<file path="config.mk">
export PLATFORM = sky130hd
export DESIGN_NAME = instr_encoder_flat
export DESIGN_NICKNAME = d
export VERILOG_FILES = /design/src/rtl/instr_encoder_pkg.sv /design/src/rtl/instr_encoder_if.sv /design/src/rtl/instr_encoder_fifo.sv /design/src/rtl/instr_encoder.sv /design/src/flat_wrapper.sv
export SDC_FILE = /design/constraint.sdc
export NUM_CORES = 1
export LEC_CHECK = 0
export ABC_AREA = 1
export BUFFER_PORTS_ARGS = -buffer_cell sky130_fd_sc_hd__clkbuf_2
export CORE_UTILIZATION = 45
export CTS_CLUSTER_DIAMETER = 120
export CTS_CLUSTER_SIZE = 8
export DETAILED_ROUTE_END_ITERATION = 12
export PLACE_DENSITY = 0.73
export SYNTH_ARGS = -nofsm -noshare
export SYNTH_HDL_FRONTEND = slang
export SYNTH_SLANG_ARGS = --single-unit
</file>
<file path="constraint.sdc">
create_clock -name clk -period 3.7 [get_ports clk]
set_input_delay 0.185 -clock clk [delete_from_list [all_inputs] [get_ports clk]]
set_output_delay 0.185 -clock clk [all_outputs]
set_load 0.05 [all_outputs]
</file>
<file path="src/rtl/instr_encoder_pkg.sv">
// Shared constants and types for the PikaRISC instruction encoder/loader.
package instr_encoder_pkg;

  localparam logic [5:0] OP_LD   = 6'b100000;
  localparam logic [5:0] OP_STR  = 6'b100001;
  localparam logic [5:0] OP_CALL = 6'b100100;
  localparam logic [5:0] OP_RET  = 6'b100101;

  localparam int unsigned OPC_LSB = 26;
  localparam int unsigned RD_LSB  = 22;
  localparam int unsigned RS_LSB  = 18;
  localparam int unsigned RT_LSB  = 14;

  typedef enum logic [1:0] {
    S_IDLE,
    S_LOAD,
    S_DRAIN,
    S_DONE
  } state_t;

endpackage

</file>
<file path="src/rtl/instr_encoder_if.sv">
// Field stream in, memory write port out; master is the loader/memory side.
interface instr_encoder_if #(parameter int ADDR_W = 8);
  logic              in_valid;
  logic              in_ready;
  logic              in_last;
  logic [5:0]        in_opcode;
  logic [3:0]        in_rd;
  logic [3:0]        in_rs;
  logic [3:0]        in_rt;
  logic [3:0]        in_cond;
  logic [17:0]       in_imm;
  logic [21:0]       in_mem;
  logic              mem_wr_en;
  logic              mem_wr_ready;
  logic [ADDR_W-1:0] mem_wr_addr;
  logic [31:0]       mem_wr_data;

  modport master (
    output in_valid, in_last, in_opcode, in_rd, in_rs, in_rt, in_cond, in_imm, in_mem,
    output mem_wr_ready,
    input  in_ready, mem_wr_en, mem_wr_addr, mem_wr_data
  );

  modport slave (
    input  in_valid, in_last, in_opcode, in_rd, in_rs, in_rt, in_cond, in_imm, in_mem,
    input  mem_wr_ready,
    output in_ready, mem_wr_en, mem_wr_addr, mem_wr_data
  );
endinterface

</file>
<file path="src/rtl/instr_encoder_fifo.sv">
// Synchronous FIFO for packed words; push on full is honoured only with a same-cycle pop.
module instr_fifo #(
  parameter int WIDTH = 32,
  parameter int DEPTH = 2
) (
  input  logic                   clk,
  input  logic                   rst,
  input  logic                   push,
  input  logic [WIDTH-1:0]       push_data,
  input  logic                   pop,
  output logic [WIDTH-1:0]       pop_data,
  output logic                   full,
  output logic                   empty,
  output logic [$clog2(DEPTH):0] count
);
  localparam int AW = $clog2(DEPTH);

  logic [WIDTH-1:0] mem [DEPTH];
  logic [AW-1:0]    wptr;
  logic [AW-1:0]    rptr;
  logic             do_push;
  logic             do_pop;

  assign full     = count == (AW+1)'(DEPTH);
  assign empty    = count == '0;
  assign do_pop   = pop & ~empty;
  assign do_push  = push & (~full | do_pop);
  assign pop_data = mem[rptr];

  always_ff @(posedge clk or posedge rst) begin
    if (rst) begin
      wptr  <= '0;
      rptr  <= '0;
      count <= '0;
    end else begin
      if (do_push) wptr <= wptr + 1'b1;
      if (do_pop)  rptr <= rptr + 1'b1;
      case ({do_push, do_pop})
        2'b10:   count <= count + 1'b1;
        2'b01:   count <= count - 1'b1;
        default: count <= count;
      endcase
    end
  end

  always_ff @(posedge clk) begin
    if (do_push) mem[wptr] <= push_data;
  end

endmodule

</file>
<file path="src/rtl/instr_encoder.sv">
// Packs instruction field beats into 32-bit words and streams them into
// instruction memory from base_addr upward, with error and capacity tracking.
module instr_encoder
  import instr_encoder_pkg::*;
#(
  parameter int ADDR_W     = 8,
  parameter int FIFO_DEPTH = 2
) (
  input  logic              clk,
  input  logic              rst,
  input  logic              start,
  input  logic [ADDR_W-1:0] base_addr,
  instr_encoder_if.slave    bus,
  output logic              busy,
  output logic              done,
  output logic [1:0]        err,
  output logic [ADDR_W-1:0] err_addr,
  output logic [ADDR_W:0]   word_count
);
  localparam int CNT_W = $clog2(FIFO_DEPTH) + 1;
  localparam logic [ADDR_W:0] CAPACITY = (ADDR_W+1)'(1) << ADDR_W;

  state_t             state;
  state_t             state_nx;
  logic [ADDR_W-1:0]  base;
  logic [31:0]        enc_word;
  logic               enc_legal;
  logic [31:0]        head;
  logic               fifo_full;
  logic               fifo_empty;
  logic [CNT_W-1:0]   fifo_count;
  logic [ADDR_W:0]    reserved;
  logic               cap_full;
  logic               accept;
  logic               push;
  logic               pop;
  logic               overflow;

  // Words already written plus words queued; the next beat's address is base + reserved.
  assign reserved = word_count + (ADDR_W+1)'(fifo_count);
  assign cap_full = reserved == CAPACITY;

  assign bus.in_ready    = (state == S_LOAD) & ~fifo_full & ~cap_full;
  assign accept          = bus.in_valid & bus.in_ready;
  assign push            = accept & enc_legal;
  assign pop             = bus.mem_wr_en & bus.mem_wr_ready;
  assign overflow        = (state == S_LOAD) & cap_full & bus.in_valid & ~bus.in_last;
  assign bus.mem_wr_en   = ~fifo_empty;
  assign bus.mem_wr_addr = base + word_count[ADDR_W-1:0];
  assign bus.mem_wr_data = fifo_empty ? '0 : head;
  assign busy            = state != S_IDLE;
  assign done            = state == S_DONE;

  always_comb begin
    enc_word  = '0;
    enc_legal = 1'b1;
    enc_word[OPC_LSB +: 6] = bus.in_opcode;
    casez (bus.in_opcode)
      6'b0????0: begin
        enc_word[RD_LSB +: 4] = bus.in_rd;
        enc_word[RS_LSB +: 4] = bus.in_rs;
        enc_word[RT_LSB +: 4] = bus.in_rt;
      end
      6'b0????1: begin
        enc_word[RD_LSB +: 4] = bus.in_rd;
        enc_word[RS_LSB +: 4] = bus.in_rs;
        enc_word[17:0]        = bus.in_imm;
      end
      6'b10001?: begin
        enc_word[RD_LSB +: 4] = bus.in_cond;
        enc_word[21:0]        = bus.in_mem;
      end
      OP_LD, OP_STR: begin
        enc_word[RD_LSB +: 4] = bus.in_rd;
        enc_word[21:0]        = bus.in_mem;
      end
      OP_CALL: enc_word[21:0] = bus.in_mem;
      OP_RET:  ;
      default: enc_legal = 1'b0;
    endcase
  end

  instr_fifo #(
    .WIDTH (32),
    .DEPTH (FIFO_DEPTH)
  ) u_fifo (
    .clk       (clk),
    .rst       (rst),
    .push      (push),
    .push_data (enc_word),
    .pop       (pop),
    .pop_data  (head),
    .full      (fifo_full),
    .empty     (fifo_empty),
    .count     (fifo_count)
  );

  always_ff @(posedge clk or posedge rst) begin
    if (rst) state <= S_IDLE;
    else     state <= state_nx;
  end

  always_comb begin
    state_nx = state;
    case (state)
      S_IDLE:  if (start) state_nx = S_LOAD;
      S_LOAD:  if ((accept & bus.in_last) | overflow) state_nx = S_DRAIN;
      S_DRAIN: if (fifo_empty) state_nx = S_DONE;
      S_DONE:  state_nx = S_IDLE;
      default: state_nx = S_IDLE;
    endcase
  end

  always_ff @(posedge clk or posedge rst) begin
    if (rst) begin
      base       <= '0;
      word_count <= '0;
      err        <= '0;
      err_addr   <= '0;
    end else if (state == S_IDLE && start) begin
      base       <= base_addr;
      word_count <= '0;
      err        <= '0;
      err_addr   <= '0;
    end else begin
      if (pop) word_count <= word_count + 1'b1;
      if (accept && !enc_legal && !err[0]) begin
        err[0]   <= 1'b1;
        err_addr <= base + reserved[ADDR_W-1:0];
      end
      if (overflow) err[1] <= 1'b1;
    end
  end

endmodule

</file>
<file path="src/flat_wrapper.sv">
// flat-port wrapper written by rule: the top's interface ports become plain ports
module instr_encoder_flat import instr_encoder_pkg::*;
#(
  parameter int ADDR_W     = 8,
  parameter int FIFO_DEPTH = 2
)
  (clk, rst, start, base_addr, busy, done, err, err_addr, word_count, bus_in_valid, bus_in_last, bus_in_opcode, bus_in_rd, bus_in_rs, bus_in_rt, bus_in_cond, bus_in_imm, bus_in_mem, bus_mem_wr_ready, bus_in_ready, bus_mem_wr_en, bus_mem_wr_addr, bus_mem_wr_data);
  instr_encoder_if #(.ADDR_W(ADDR_W)) bus_i ();
  input  logic clk;
  input  logic rst;
  input  logic start;
  input  logic [ADDR_W-1:0] base_addr;
  output logic busy;
  output logic done;
  output logic [1:0] err;
  output logic [ADDR_W-1:0] err_addr;
  output logic [ADDR_W:0] word_count;
  input wire logic [$bits(bus_i.in_valid)-1:0] bus_in_valid;
  input wire logic [$bits(bus_i.in_last)-1:0] bus_in_last;
  input wire logic [$bits(bus_i.in_opcode)-1:0] bus_in_opcode;
  input wire logic [$bits(bus_i.in_rd)-1:0] bus_in_rd;
  input wire logic [$bits(bus_i.in_rs)-1:0] bus_in_rs;
  input wire logic [$bits(bus_i.in_rt)-1:0] bus_in_rt;
  input wire logic [$bits(bus_i.in_cond)-1:0] bus_in_cond;
  input wire logic [$bits(bus_i.in_imm)-1:0] bus_in_imm;
  input wire logic [$bits(bus_i.in_mem)-1:0] bus_in_mem;
  input wire logic [$bits(bus_i.mem_wr_ready)-1:0] bus_mem_wr_ready;
  output wire logic [$bits(bus_i.in_ready)-1:0] bus_in_ready;
  output wire logic [$bits(bus_i.mem_wr_en)-1:0] bus_mem_wr_en;
  output wire logic [$bits(bus_i.mem_wr_addr)-1:0] bus_mem_wr_addr;
  output wire logic [$bits(bus_i.mem_wr_data)-1:0] bus_mem_wr_data;
  assign bus_i.in_valid = bus_in_valid;
  assign bus_i.in_last = bus_in_last;
  assign bus_i.in_opcode = bus_in_opcode;
  assign bus_i.in_rd = bus_in_rd;
  assign bus_i.in_rs = bus_in_rs;
  assign bus_i.in_rt = bus_in_rt;
  assign bus_i.in_cond = bus_in_cond;
  assign bus_i.in_imm = bus_in_imm;
  assign bus_i.in_mem = bus_in_mem;
  assign bus_i.mem_wr_ready = bus_mem_wr_ready;
  assign bus_in_ready = bus_i.in_ready;
  assign bus_mem_wr_en = bus_i.mem_wr_en;
  assign bus_mem_wr_addr = bus_i.mem_wr_addr;
  assign bus_mem_wr_data = bus_i.mem_wr_data;
  instr_encoder #(.ADDR_W(ADDR_W), .FIFO_DEPTH(FIFO_DEPTH)) u_core (.clk(clk), .rst(rst), .start(start), .base_addr(base_addr), .bus(bus_i), .busy(busy), .done(done), .err(err), .err_addr(err_addr), .word_count(word_count));
endmodule
</file>
**Word-level counts from Yosys, hierarchy flattened**

Memories as Yosys holds them, arrays and structs flattened.
Index checks and enable logic that the tools add are counted.

- Register bits: 33
- RAM bits: 64
- Input port bits: 76
- Output and inout port bits: 63
- Word-level logic and storage cells: 87
- Memories kept: 1

Memory list:

| memory | words | bits a word | rd ports | clocked after memory_dff | write ports | line | text |
|---|---|---|---|---|---|---|---|
| u_core.u_fifo.mem | 2 | 32 | 1 | 0 | 1 | instr_encoder_fifo.sv:18 | `logic [WIDTH-1:0] mem [DEPTH];` |

- $add $sub $neg: 8
- Equality and inequality tests: 16
- Muxes and demuxes: 19
- Bitwise operators: 17
- Reduce and logical (&&, ||, !) cells: 17

Operators with widths:

| cell | number |
|---|---|
| $mux W32 | 1 |
| $pmux W14 S2 | 1 |
| $eq A6 B6 Y1 const B | 4 |
| $pmux W8 S3 | 1 |
| $mux W9 | 2 |
| $add A8 B8 Y8 | 2 |
| $mux W8 | 2 |
| $and A1 B1 Y1 | 11 |
| $reduce_bool A2 Y1 | 5 |
| $add A9 B1 Y9 const B | 1 |
| $add A9 B2 Y9 | 1 |
| $eq A9 B9 Y1 const B | 1 |
| $eq A2 B2 Y1 const B | 4 |
| $mux W2 | 4 |
| $pmux W2 S4 | 1 |
| $pmux W4 S2 | 1 |
| $reduce_or A4 Y1 | 2 |
| $reduce_or A7 Y1 | 1 |
| $eq A2 B1 Y1 const B | 3 |
| $logic_not A2 Y1 | 3 |
| $eq A5 B5 Y1 const B | 1 |
| $mux W1 | 5 |
| $ne A2 B2 Y1 const B | 2 |
| $not A1 Y1 | 4 |
| 9 further kinds | 14 |

**Depth between registers and ports, before layout**

Gate-level depths: netlist (run 1).

- Word-level depth: 9
- Mapped depth: 16
- Gate-level depth less buffers: 16

**By module**

From an unflattened synthesis (run 1), not the netlist that was laid out.

- Cell total of the unflattened synthesis: 622
- Area total of the unflattened synthesis: 5,361.4 µm²

Modules (own cells, without submodules):

| module | times used | cells each | area an instance (µm²) | seq. area each (µm²) |
|---|---|---|---|---|
| instr_encoder | 1 | 424 | 2,803.9 | 725.7 |
| instr_fifo | 1 | 198 | 2,557.5 | 2,021.9 |

**Worst setup path after synthesis (run 1)**

OpenSTA, ideal clock, no wires.

- Path type: reg2reg
- Start: register u_core.word_count[0]
- End: memory u_core.u_fifo.mem[0][0], enable pin
- Library setup time: 0.421 ns
- Arrival: 3.564 ns
- Required time: 3.279 ns
- Slack: -0.285 ns
- Stages on the path, launching flop included: 13
- Cells stage by stage: dfrtp_1 > ha_1 > fa_1 > nand3_2 > inv_2 > nand2_1 > nand2_1 > nand2_1 > nor2_2 > nand3_2 > and2_4 > nand3_4 > nor2_1

- Cells in the longest elaborated chain, start to end: 9

Ends and longest elaborated chain:

| what | line | text |
|---|---|---|
| start, declared | instr_encoder.sv:18 | `output logic [ADDR_W:0] word_count` |
| start signal, assigned | instr_encoder.sv:126 | `if (pop) word_count <= word_count + 1'b1;` |
| $add A9 B2 Y9 | instr_encoder.sv:40 | `assign reserved = word_count + (ADDR_W+1)'(fifo_count);` |
| $eq A9 B9 Y1 | instr_encoder.sv:41 | `assign cap_full = reserved == CAPACITY;` |
| $not A1 Y1 | instr_encoder.sv:43 | `assign bus.in_ready = (state == S_LOAD) & ~fifo_full & ~cap_full;` |
| $and A1 B1 Y1 | instr_encoder.sv:43 |  |
| net bus_in_ready | flat_wrapper.sv:28 | `output wire logic [$bits(bus_i.in_ready)-1:0] bus_in_ready;` |
| $and A1 B1 Y1 | instr_encoder.sv:44 | `assign accept = bus.in_valid & bus.in_ready;` |
| $and A1 B1 Y1 | instr_encoder.sv:45 | `assign push = accept & enc_legal;` |
| $and A1 B1 Y1 | instr_encoder_fifo.sv:27 | `assign do_push = push & (~full \| do_pop);` |
| $mux W1 | instr_encoder_fifo.sv:47 | `if (do_push) mem[wptr] <= push_data;` |
| $mux W1 (not written as such) | instr_encoder_fifo.sv:47 |  |
| end, declared | instr_encoder_fifo.sv:18 |  |

The timed path passes the listed nets, and every way through them passes these cells.

**Worst setup path in the final report (run 1)**

- Start: register u_core.u_fifo.count[0]
- End: register u_core.u_fifo.count[1]

- Cells in the longest elaborated chain, start to end: 9
- Elaborated cells on any way between the ends: 21
- Those cells by class: add/sub (3); eq/ne (4); mux (1); bitwise (11); reduce/logical (2)

Ends and longest elaborated chain:

| what | line | text |
|---|---|---|
| start, declared | instr_encoder_fifo.sv:14 | `output logic [$clog2(DEPTH):0] count` |
| start signal, assigned | instr_encoder_fifo.sv:39 | `2'b10: count <= count + 1'b1;` |
| start signal, assigned | instr_encoder_fifo.sv:40 | `2'b01: count <= count - 1'b1;` |
| start signal, assigned | instr_encoder_fifo.sv:41 | `default: count <= count;` |
| $add A9 B2 Y9 / $eq A2 B2 Y1 (equally long branches) | instr_encoder.sv:40, instr_encoder_fifo.sv:24 |  |
| $eq A9 B9 Y1 / $not A1 Y1 (equally long branches) | instr_encoder.sv:41, instr_encoder_fifo.sv:27, instr_encoder.sv:43 |  |
| $not A1 Y1 / $and A1 B1 Y1 (equally long branches) | instr_encoder.sv:43 |  |
| $and A1 B1 Y1 | instr_encoder.sv:43 |  |
| $and A1 B1 Y1 | instr_encoder.sv:44 |  |
| $and A1 B1 Y1 | instr_encoder.sv:45 |  |
| $and A1 B1 Y1 | instr_encoder_fifo.sv:27 |  |
| $eq A2 B1 Y1 / $eq A2 B2 Y1 (equally long branches) | instr_encoder_fifo.sv:38 | `case ({do_push, do_pop})` |
| $pmux W2 S2 / $reduce_bool A2 Y1 (equally long branches) | - |  |

Several ways; a longest one is shown, not always the timed one.
A chain may end at the register's enable or synchronous reset.

==> results.cfg, run 1 <==
[sta]
setup_ws_ns = 0.6966
timing.fmax_mhz = 333.0
slew_viol_final = 0
finalSetupViolCount = 0
period_minus_slack_ns = 3.003
clock_skew_ns = 0.006815
final-hold-violation-count = 0
fin_crit_sh = 0.8117
rsz0062_at_grt = no
slew_headroom = 0.3379
tightest_slew_ns = 0.9871

[logic_synthesis]
synth-seq-cells = 97
synth_top_area_share = 0.3751
synthFlopType = edfxtp_1
synth_enable_flop_cells = 64
syn_area_sq_um = 5124
yosysMostFrequentCell = nand2_1
async_flop_share = 0.3402
synth_seq_area_share = 0.5363
yosys_warnings = 0
synth_cell_types = 35
synthCells = 546
synth_area_leaders = edfxtp_1 38%, dfrtp_1 16%, nand2_1 13%, ha_1 5.6%, a21oi_1 5.4%
netlist.top_cell.by_area = edfxtp_1
synthTopCellsByCount = 172 x nand2_1, 64 x edfxtp_1, 55 x a21oi_1
syn_nets = 648
syn_area_per_cell_sq_um = 9.384

[layout]
multiInputGateArea_sq_um = 2136
drive_above_1_share = 0.2737
final_cell_area_sq_um = 6261
area_delta_synth_final_pct = 22.20
num-fill-cells = 957
seq_area_sq_um = 2748
final_cells = 827
n_antenna_cell = 0
fin_nets = 784

[worst_hold_path]
worstHoldStart = base_addr[3]
hp-class = input pin to flop

[cts]
cts_max_path_buffers = 2
cts_buffers = 9
clk_latency_ns = 0.35
cts_resized = 0
htree_levels = 3
root_buffer = clkbuf_16
cts_tree = yes
cts.sinks = 97
clk_pin_slew_ns = 0.07

[detailed_routing]
via_per_inst = 5.157
wl_met1_um = 5143
wire_per_inst_um = 14.64
top_layer = met4
ant_nets = 0
routed_wl_um = 12110
dr_wl_met3_um = 783
vias = 4265
drtPass1Iterations = 5
drt_iter0_drc = 199
drc = 0
wl_met2_um = 6021

[floorplan]
row_count = 38
die_w_um = 108.7
ios = 139
die_area_sq_um = 11820
start_util = 0.4665
die_h_um = 108.7
core_region_area_sq_um = 10980

[outcome]
outcome = finished clean

[worst_setup_path]
cp-start-kind = flop
path_class = flop to flop
cp_max_fo = 6
r2r-start = u_core.u_fifo.count[0]$_DFFE_PP0P_
end_kind = flop
crit_start = u_core.u_fifo.count[0]$_DFFE_PP0P_
critPathRequiredTime_ns = 3.93
arrival_ns = 3.24

[placement]
postPlaceCellArea_sq_um = 5954
io_buffers = 138
place_hpwl_um = 8826
pre_cts_ws_ns = 0.6936
place_inst = 810
gp_congestion = 0.9325

[run]
maxCapViolCount = 0

[global_route]
antenna_found_initial = 0
grt_usage = 0.2190
grt_pass1_vias = 4206
grt_max_degree = 34
grt.overflow.total = 0
grt_pass1_wl_um = 19590

[pwr]
irDropWorstVdd_mv = 0.7579
p_leak_uw = 0.002934
power_uw = 5536
p_per_area_nw_per_um2 = 884.2
==> flip-flops by register name, summed over array words and instances, names as in the netlist <==
signal,flops
u_core.err,2
u_core.u_fifo.rptr,1
u_core.err_addr,8
u_core.word_count,9
u_core.u_fifo.mem,64
u_core.u_fifo.count,2
u_core.u_fifo.wptr,1
u_core.state,2
u_core.base,8
==> layout make-up <==
| type | instances | area share |
|---|---|---|
| repair buffers | 145 | 0.1191 |
| flip-flops and latches | 97 | 0.4389 |
| inverters | 42 | 0.02558 |
| clock buffers | 9 | 0.03597 |
| well taps | 140 | 0.02798 |
| multi-input cells | 387 | 0.3411 |
| clock inverters | 7 | 0.01139 |
==> stage by stage <==
step,TNS [ns],hold slack (ns),utilization
after floorplan,-18.22,0.2839,-
after global placement,0,0.2860,0.5422
after detailed placement,0,0.3017,0.5422
after CTS,0,0.02749,0.5701
after global routing,0,0.03707,0.5701
final,0,0.03555,0.5701
==> routing by layer <==
layer | up-vias | GRT usage
met5 | - | 0
met2 | 132 | 0.3865
li1 | 2127 | -
met4 | 0 | 0.06660
met1 | 1997 | 0.2587
met3 | 9 | 0.06037
==> cell usage in the layout (no fill, tap or decap), types with 7 or more instances in the layout <==
| cell type | instances |
|---|---|
| o21ai_0 | 14 |
| nor2_1 | 19 |
| nor2_2 | 8 |
| clkbuf_16 | 9 |
| nand3_1 | 33 |
| nand2_1 | 172 |
| edfxtp_1 | 64 |
| xor2_1 | 7 |
| a32o_1 | 14 |
| dfrtp_1 | 33 |
| clkbuf_2 | 138 |
| inv_1 | 37 |
| ha_1 | 23 |
| a21oi_1 | 55 |
==> worst paths after layout <==
kind	endpoint	slack, ns	depth (start not counted)
worst max register to register	u_core.u_fifo.count[1]$_DFFE_PP0P_	0.70	13
worst max-delay path	u_core.u_fifo.count[1]$_DFFE_PP0P_	0.70	13
worst min-delay path	u_core.base[3]$_DFFE_PP0P_	0.04	3
worst min register to register	u_core.err_addr[4]$_DFFE_PP0P_	0.48	2
max in group asynchronous	u_core.base[5]$_DFFE_PP0P_	2.88	4
min in group asynchronous	u_core.u_fifo.count[1]$_DFFE_PP0P_	0.51	4
==> repair_timing <==
action,in CTS,in global routing
hold buffers,1,0
endpoints found under the hold margin,33,0
setup endpoints to repair,0,0
buffers inserted,0,0
==> worst max-delay path: stages, from the launching register on <==
cell,delay (ns)
dfrtp_1,0.45
ha_1,0.25
fa_1,0.48
or2_2,0.31
nor2_1,0.11
nand2_1,0.07
nor2_2,0.12
nand3_2,0.14
and2_4,0.19
nand3_4,0.09
ha_1,0.26
a21oi_1,0.15
o21ai_0,0.13
xnor2_1,0.14
==> logic make-up (layout without fill, tap and decap cells) <==
family | count (synthesis) | count (layout) | synth area share
flops | 97 | 97 | 0.5363
buf+inv | 62 | 203 | 0.04786
compound gates | 90 | 90 | 0.1052
xor+xnor | 14 | 14 | 0.02540
simple gates | 257 | 257 | 0.2173
fa+ha+maj | 26 | 26 | 0.06789
==> where the power goes <==
group          total [uW]  leakage [uW]  internal [uW]  switching, uW
Sequential           1500       0.00101           1350            149
Clock                 923      0.000145            477            446
Combinational        3110       0.00177            780           2330
Total                5540       0.00293           2610           2930
No activity file was read; power rests on OpenSTA's default activity.
==> run 2: changes to the inputs <==
--- a/config.mk
+++ b/config.mk
@@ -5,13 +5,13 @@
 export SDC_FILE = /design/constraint.sdc
 export NUM_CORES = 1
 export LEC_CHECK = 0
-export ABC_AREA = 1
+export ABC_AREA = 0
 export BUFFER_PORTS_ARGS = -buffer_cell sky130_fd_sc_hd__clkbuf_2
 export CORE_UTILIZATION = 45
 export CTS_CLUSTER_DIAMETER = 120
 export CTS_CLUSTER_SIZE = 8
 export DETAILED_ROUTE_END_ITERATION = 12
-export PLACE_DENSITY = 0.73
+export PLACE_DENSITY = 0.7
 export SYNTH_ARGS = -nofsm -noshare
 export SYNTH_HDL_FRONTEND = slang
 export SYNTH_SLANG_ARGS = --single-unit
==> constraint.sdc (replaced) <==
create_clock -name clk -period 3 [get_ports clk]
set_input_delay 0.15 -clock clk [delete_from_list [all_inputs] [get_ports clk]]
set_output_delay 0.15 -clock clk [all_outputs]
set_load 0.05 [all_outputs]
==> run 2 against run 1 <==
Net effect: wire length increased by 1.1%; sequential share of layout area down 1.7 points; clock skew up 0.0037 ns; largest power group unchanged; highest routed layer unchanged; count of clock-buffer cells in the layout is 2 higher; via count down 3.1%; non-clock buffer count is 13 higher; core utilization up 2.0 points; sequential cell count stayed put; area after synthesis is 1.8% higher.
==> results.cfg, run 2 <==
[sta]
final-hold-violation-count = 0
clock_skew_ns = 0.01049
setup_ws_ns = 0.08667
slew_viol_final = 0
setup_tns_ns = 0
fin_crit_sh = 0.9711
holdWs_ns = 0.008341
timing.fmax_mhz = 343.3
rsz0062_at_grt = yes
tightest_slew_ns = 0.9685
slew_headroom = 0.3544
finalSetupViolCount = 0
period_minus_slack_ns = 2.913

[placement]
gp_congestion = 0.8566
place_hpwl_um = 8835
pre_cts_ws_ns = 0.07206
io_buffers = 138

[detailed_routing]
ant_nets = 0
routed_wl_um = 12240
vias = 4131
via_per_inst = 5.407
drt_iter0_drc = 228
drtPass1Iterations = 4
wire_per_inst_um = 16.02
drc = 0

[worst_hold_path]
hp-class = input pin to flop
worstHoldStart = base_addr[3]

[logic_synthesis]
synth_area_leaders = edfxtp_1 37%, dfrtp_1 16%, mux2i_1 7.1%, ha_1 5.5%, nor2_1 3.7%
netlist.top_cell.by_area = edfxtp_1
async_flop_share = 0.3402
syn_area_per_cell_sq_um = 11.03
yosysMostFrequentCell = edfxtp_1
synth_top_area_share = 0.3683
synthTopCellsByCount = 64 x edfxtp_1, 52 x nor2_1, 47 x nand2_1
synthCells = 473
synth-seq-cells = 97
synth_seq_area_share = 0.5266
yosys_warnings = 0
muxShareOfSynthArea = 0.07098
synthFlopType = edfxtp_1
synth_fa_ha_area_frac = 0.06667
syn_area_sq_um = 5218
synth_xor_area_frac = 0.04868
synth_simple_gate_area_frac = 0.1326
syn_nets = 575
synth_top_family_by_area = simple AND/OR/NAND/NOR gates
synth_enable_flop_cells = 64
synth_cell_types = 51
synth_compound_area_frac = 0.1156

[cts]
root_buffer = clkbuf_16
cts_max_path_buffers = 2
cts.sinks = 97
cts_tree = yes
cts_buffers = 9
clk_latency_ns = 0.34
clk_pin_slew_ns = 0.07
htree_levels = 3

[global_route]
grt_max_degree = 34
met2_usage = 0.3765
grt.overflow.total = 0
grt_usage = 0.2153
grt_pass1_vias = 4030
antenna_found_initial = 0
use_met1 = 0.2758
grt_use_met3 = 0.03675
top_usage_layer = met2
grt_pass1_wl_um = 19650

[floorplan]
ios = 139
die_w_um = 109.7
row_count = 38
core_region_area_sq_um = 11080
die_area_sq_um = 12030
start_util = 0.4710
die_h_um = 109.7

[worst_setup_path]
reg2regPathDepth = 8
r2r_slack_ns = 0.09
path_class = flop to flop
end_kind = flop
endpoint = u_core.state[1]$_DFFE_PP0P_
crit_path_top_delay_cell = or4_1
critical_path.cell_chain = ha_4 -> fa_2 -> nand3_1 -> or3_4 -> a2111o_1 -> or4_1 -> o211a_1 -> a211o_1
crit_start = u_core.word_count[0]$_DFFE_PP0P_
slowest_delay_ns = 0.48
r2r-start = u_core.word_count[0]$_DFFE_PP0P_
arrival_ns = 3.13
critPathRequiredTime_ns = 3.22
cp_max_fo = 7
cp-start-kind = flop
rr_endpoint = u_core.state[1]$_DFFE_PP0P_

[layout]
most-common-layout-cells = 137 x clkbuf_2, 64 x edfxtp_1, 50 x nor2_1
n_antenna_cell = 0
multiInputGateArea_sq_um = 2356
drive_above_1_share = 0.3061
final_common_cell = clkbuf_2
largest_register_ff_count = 64
num-fill-cells = 919
seq_area_sq_um = 2754
fin_nets = 721
final_util = 0.5899
reg_top3 = u_core.u_fifo.mem x64, u_core.word_count x9
top_register = u_core.u_fifo.mem
area_delta_synth_final_pct = 25.25

[pwr]
irDropWorstVdd_mv = 0.7873
p_leak_uw = 0.003004
p_per_area_nw_per_um2 = 1056
power_uw = 6901

[run]
maxCapViolCount = 0

[outcome]
outcome = finished clean
-- run 2: layer usage --
| metal | part of all wire | wire length (um) |
|---|---|---|
| met4 | 0.012 | 141 |
| met1 | 0.45 | 5478 |
| met3 | 0.041 | 505 |
| met5 | 0 | 0 |
| met2 | 0.50 | 6112 |
-- run 2: kinds of logic after synthesis --
family | Yosys count
compound gates | 88
xor+xnor | 29
fa+ha+maj | 26
buf+inv | 47
flops | 97
mux | 37
simple gates | 149
-- run 2: worst max-delay path, delay by kind of cell (launching register included) --
| family | cells | cell delay, ns |
|---|---|---|
| compound gates | 3 | 0.93 |
| flops | 1 | 0.45 |
| simple gates | 3 | 0.97 |
| fa+ha+maj | 2 | 0.44 |
-- run 2: layout make-up --
type                            count  area share
Clock buffer                       11     0.03714
Clock inverter                      5    0.005935
Inverter                           24     0.01379
Multi-Input combinational cell    329      0.3605
Sequential cell                    97      0.4214
Tap cell                          140     0.02680
Timing Repair Buffer              158      0.1344
-- run 2: worst min path at each step --
stage	endpoint	slack [ns]	cells after the start
after floorplan	u_core.u_fifo.mem[0][26]$_DFFE_PP_	0.25	0
after global placement	u_core.base[0]$_DFFE_PP0P_	0.24	3
after detailed placement	u_core.base[0]$_DFFE_PP0P_	0.25	3
after CTS	u_core.base[0]$_DFFE_PP0P_	0.0003	3
after global routing	u_core.base[0]$_DFFE_PP0P_	0.01	3
final	u_core.base[3]$_DFFE_PP0P_	0.008	3
-- run 2: where the power goes --
| part | total (uW) | internal [uW] | switching [uW] | leakage (uW) |
|---|---|---|---|---|
| registers | 1970 | 1670 | 307 | 0.00101 |
| logic | 3830 | 1140 | 2690 | 0.00185 |
| clock network | 1100 | 593 | 505 | 0.000142 |
-- run 2: metrics by stage --
step                      cell area (sq um)  cells
after CTS                              6502    763
after global routing                   6535    764
after global placement                 6171    742
after detailed placement               6171    742
after floorplan                        5290    473
final                                  6535    764
-- run 2: what timing repair did --
action / in CTS / in global routing
setup buffers: 0 / 1
hold endpoints to repair: 37 / 0
gates resized for setup: 0 / 9
hold buffers: 5 / 0
endpoints found under the setup margin: 0 / 38
==> run 3: changes to the inputs <==
--- a/config.mk
+++ b/config.mk
@@ -5,11 +5,11 @@
 export SDC_FILE = /design/constraint.sdc
 export NUM_CORES = 1
 export LEC_CHECK = 0
-export ABC_AREA = 0
+export ABC_AREA = 1
 export BUFFER_PORTS_ARGS = -buffer_cell sky130_fd_sc_hd__clkbuf_2
 export CORE_UTILIZATION = 45
 export CTS_CLUSTER_DIAMETER = 120
-export CTS_CLUSTER_SIZE = 8
+export CTS_CLUSTER_SIZE = 40
 export DETAILED_ROUTE_END_ITERATION = 12
 export PLACE_DENSITY = 0.7
 export SYNTH_ARGS = -nofsm -noshare
==> run 3 against run 2 <==
Net effect: count of clock-buffer cells in the layout decreased by 2; highest routed layer unchanged; critical path depth grew 4; largest cell class unchanged; worst setup slack lost 0.0086 ns.
==> results.cfg, run 3 (same netlist as run 1, synthesis figures left out) <==
[floorplan]
ios = 139
start_util = 0.4665
die_w_um = 108.7
die_area_sq_um = 11820
row_count = 38
core_region_area_sq_um = 10980
die_h_um = 108.7

[sta]
fin_crit_sh = 0.9740
clock_skew_ns = 0.008313
period_minus_slack_ns = 2.922
tightest_slew_ns = 0.9349
finalSetupViolCount = 0
timing.fmax_mhz = 342.2
slew_viol_final = 0
slew_headroom = 0.3753
setup_tns_ns = 0
final-hold-violation-count = 0
rsz0062_at_grt = yes

[cts]
cts_tree = yes
cts.sinks = 97
clk_latency_ns = 0.35
root_buffer = clkbuf_16
cts_buffers = 9
htree_levels = 3
clk_pin_slew_ns = 0.07
cts_max_path_buffers = 2

[global_route]
grt_max_degree = 34
grt_pass1_vias = 4083
grt_pass1_wl_um = 19660
antenna_found_initial = 0
grt_usage = 0.2183
grt.overflow.total = 0

[worst_setup_path]
cp_max_fo = 32
crit_path_top_delay_cell = nor2_4
path_common_cell = nand2_1
path_class = flop to flop
reg2regPathDepth = 12
r2r-start = u_core.word_count[0]$_DFFE_PP0P_
critical_path.cell_chain = ha_2 -> fa_2 -> nand3_2 -> inv_2 -> nand2_1 -> nand2_1 -> nand2_1 -> nor2_2 -> nand3_2 -> and2_4 -> nand3_4 -> nor2_4
arrival_ns = 2.90
r2r_slack_ns = 0.08
critPathRequiredTime_ns = 2.98
rr_endpoint = u_core.u_fifo.mem[1][15]$_DFFE_PP_
end_kind = flop
crit_start = u_core.word_count[0]$_DFFE_PP0P_
slowest_delay_ns = 0.72
endpoint = u_core.u_fifo.mem[1][15]$_DFFE_PP_
cp-start-kind = flop

[layout]
fin_nets = 787
largest_register_ff_count = 64
most-common-layout-cells = 172 x nand2_1, 138 x clkbuf_2, 64 x edfxtp_1
area_delta_synth_final_pct = 22.98
seq_area_sq_um = 2749
top_register = u_core.u_fifo.mem
final_cells = 829
final_common_cell = nand2_1
n_antenna_cell = 0
num-fill-cells = 921
drive_above_1_share = 0.2801
reg_top3 = u_core.u_fifo.mem x64, u_core.word_count x9
multiInputGateArea_sq_um = 2151

[detailed_routing]
routed_wl_um = 12210
wire_per_inst_um = 14.73
ant_nets = 0
via_per_inst = 5.205
drc = 0
vias = 4315
drt_iter0_drc = 252
drtPass1Iterations = 5

[pwr]
p_leak_uw = 0.002946
irDropWorstVdd_mv = 0.8064
p_per_area_nw_per_um2 = 1098

[worst_hold_path]
hp-class = input pin to flop

[placement]
gp_congestion = 0.8698
io_buffers = 138
place_inst = 812
place_hpwl_um = 8821

[run]
maxCapViolCount = 0

[outcome]
outcome = finished clean
==> run 3: layout make-up <==
class	instances	area share
Sequential cell	97	0.4363
Multi-Input combinational cell	387	0.3413
Clock buffer	9	0.03574
Inverter	42	0.02542
Clock inverter	6	0.01152
Tap cell	140	0.02780
Timing Repair Buffer	148	0.1219
==> run 3: repair_timing <==
item / 4_1_cts / 5_1_grt
setup buffers: 0 / 1
pin swaps: 0 / 0
hold buffers: 1 / 0
gates resized for setup: 1 / 1
setup endpoints to repair: 64 / 65
endpoints found under the hold margin: 33 / 0
==> run 3: worst min path at each step <==
stage | start | end | slack, ns | cells after the start
floorplan | bus_in_opcode[0] | u_core.u_fifo.mem[0][26]$_DFFE_PP_ | 0.25 | 0
detailed placement | rst | u_core.err_addr[1]$_DFFE_PP0P_ | 0.25 | 3
finish | base_addr[5] | u_core.base[5]$_DFFE_PP0P_ | 0.007 | 3
global placement | rst | u_core.err_addr[1]$_DFFE_PP0P_ | 0.24 | 3
CTS | base_addr[6] | u_core.base[6]$_DFFE_PP0P_ | 0.0003 | 3
global route | base_addr[4] | u_core.base[4]$_DFFE_PP0P_ | 0.01 | 3
==> run 3: critical path, delay by kind of cell, from the launching register on <==
family,cells,cell delay [ns]
fa+ha+maj,2,0.59
buf+inv,1,0.06
flops,1,0.44
simple gates,9,1.45
==> run 3: metal layers <==
metal / vias to the layer above / global-route usage / wire length, um
met5: - / 0 / 0
met4: 0 / 0.08494 / 295
met3: 25 / 0.03825 / 681
met2: 137 / 0.3526 / 5694
met1: 2017 / 0.2930 / 5539
li1: 2136 / - / -
==> run 3: power by group <==
group / leakage, uW / switching (uW) / total, uW / internal (uW)
Sequential: 0.00101 / 183 / 1850 / 1670
Combinational: 0.00178 / 2910 / 3900 / 996
Clock: 0.000148 / 509 / 1160 / 653
Total: 0.00295 / 3600 / 6920 / 3320
==> run 3: stage by stage <==
stage / area, sq um / utilization / total power (uW) / hold slack (ns) / setup WS [ns]
final: 6301 / 0.5737 / 6917 / 0.007018 / 0.07807
after global routing: 6301 / 0.5737 / 7328 / 0.01035 / -0.1074
after CTS: 6294 / 0.5730 / 6942 / 0.0003056 / 0.02531
after detailed placement: 5983 / 0.5448 / 5758 / 0.2466 / -0.01552
after global placement: 5983 / 0.5448 / 5708 / 0.2361 / 0.08955
after floorplan: 5142 / - / 4831 / 0.2489 / 0.01098
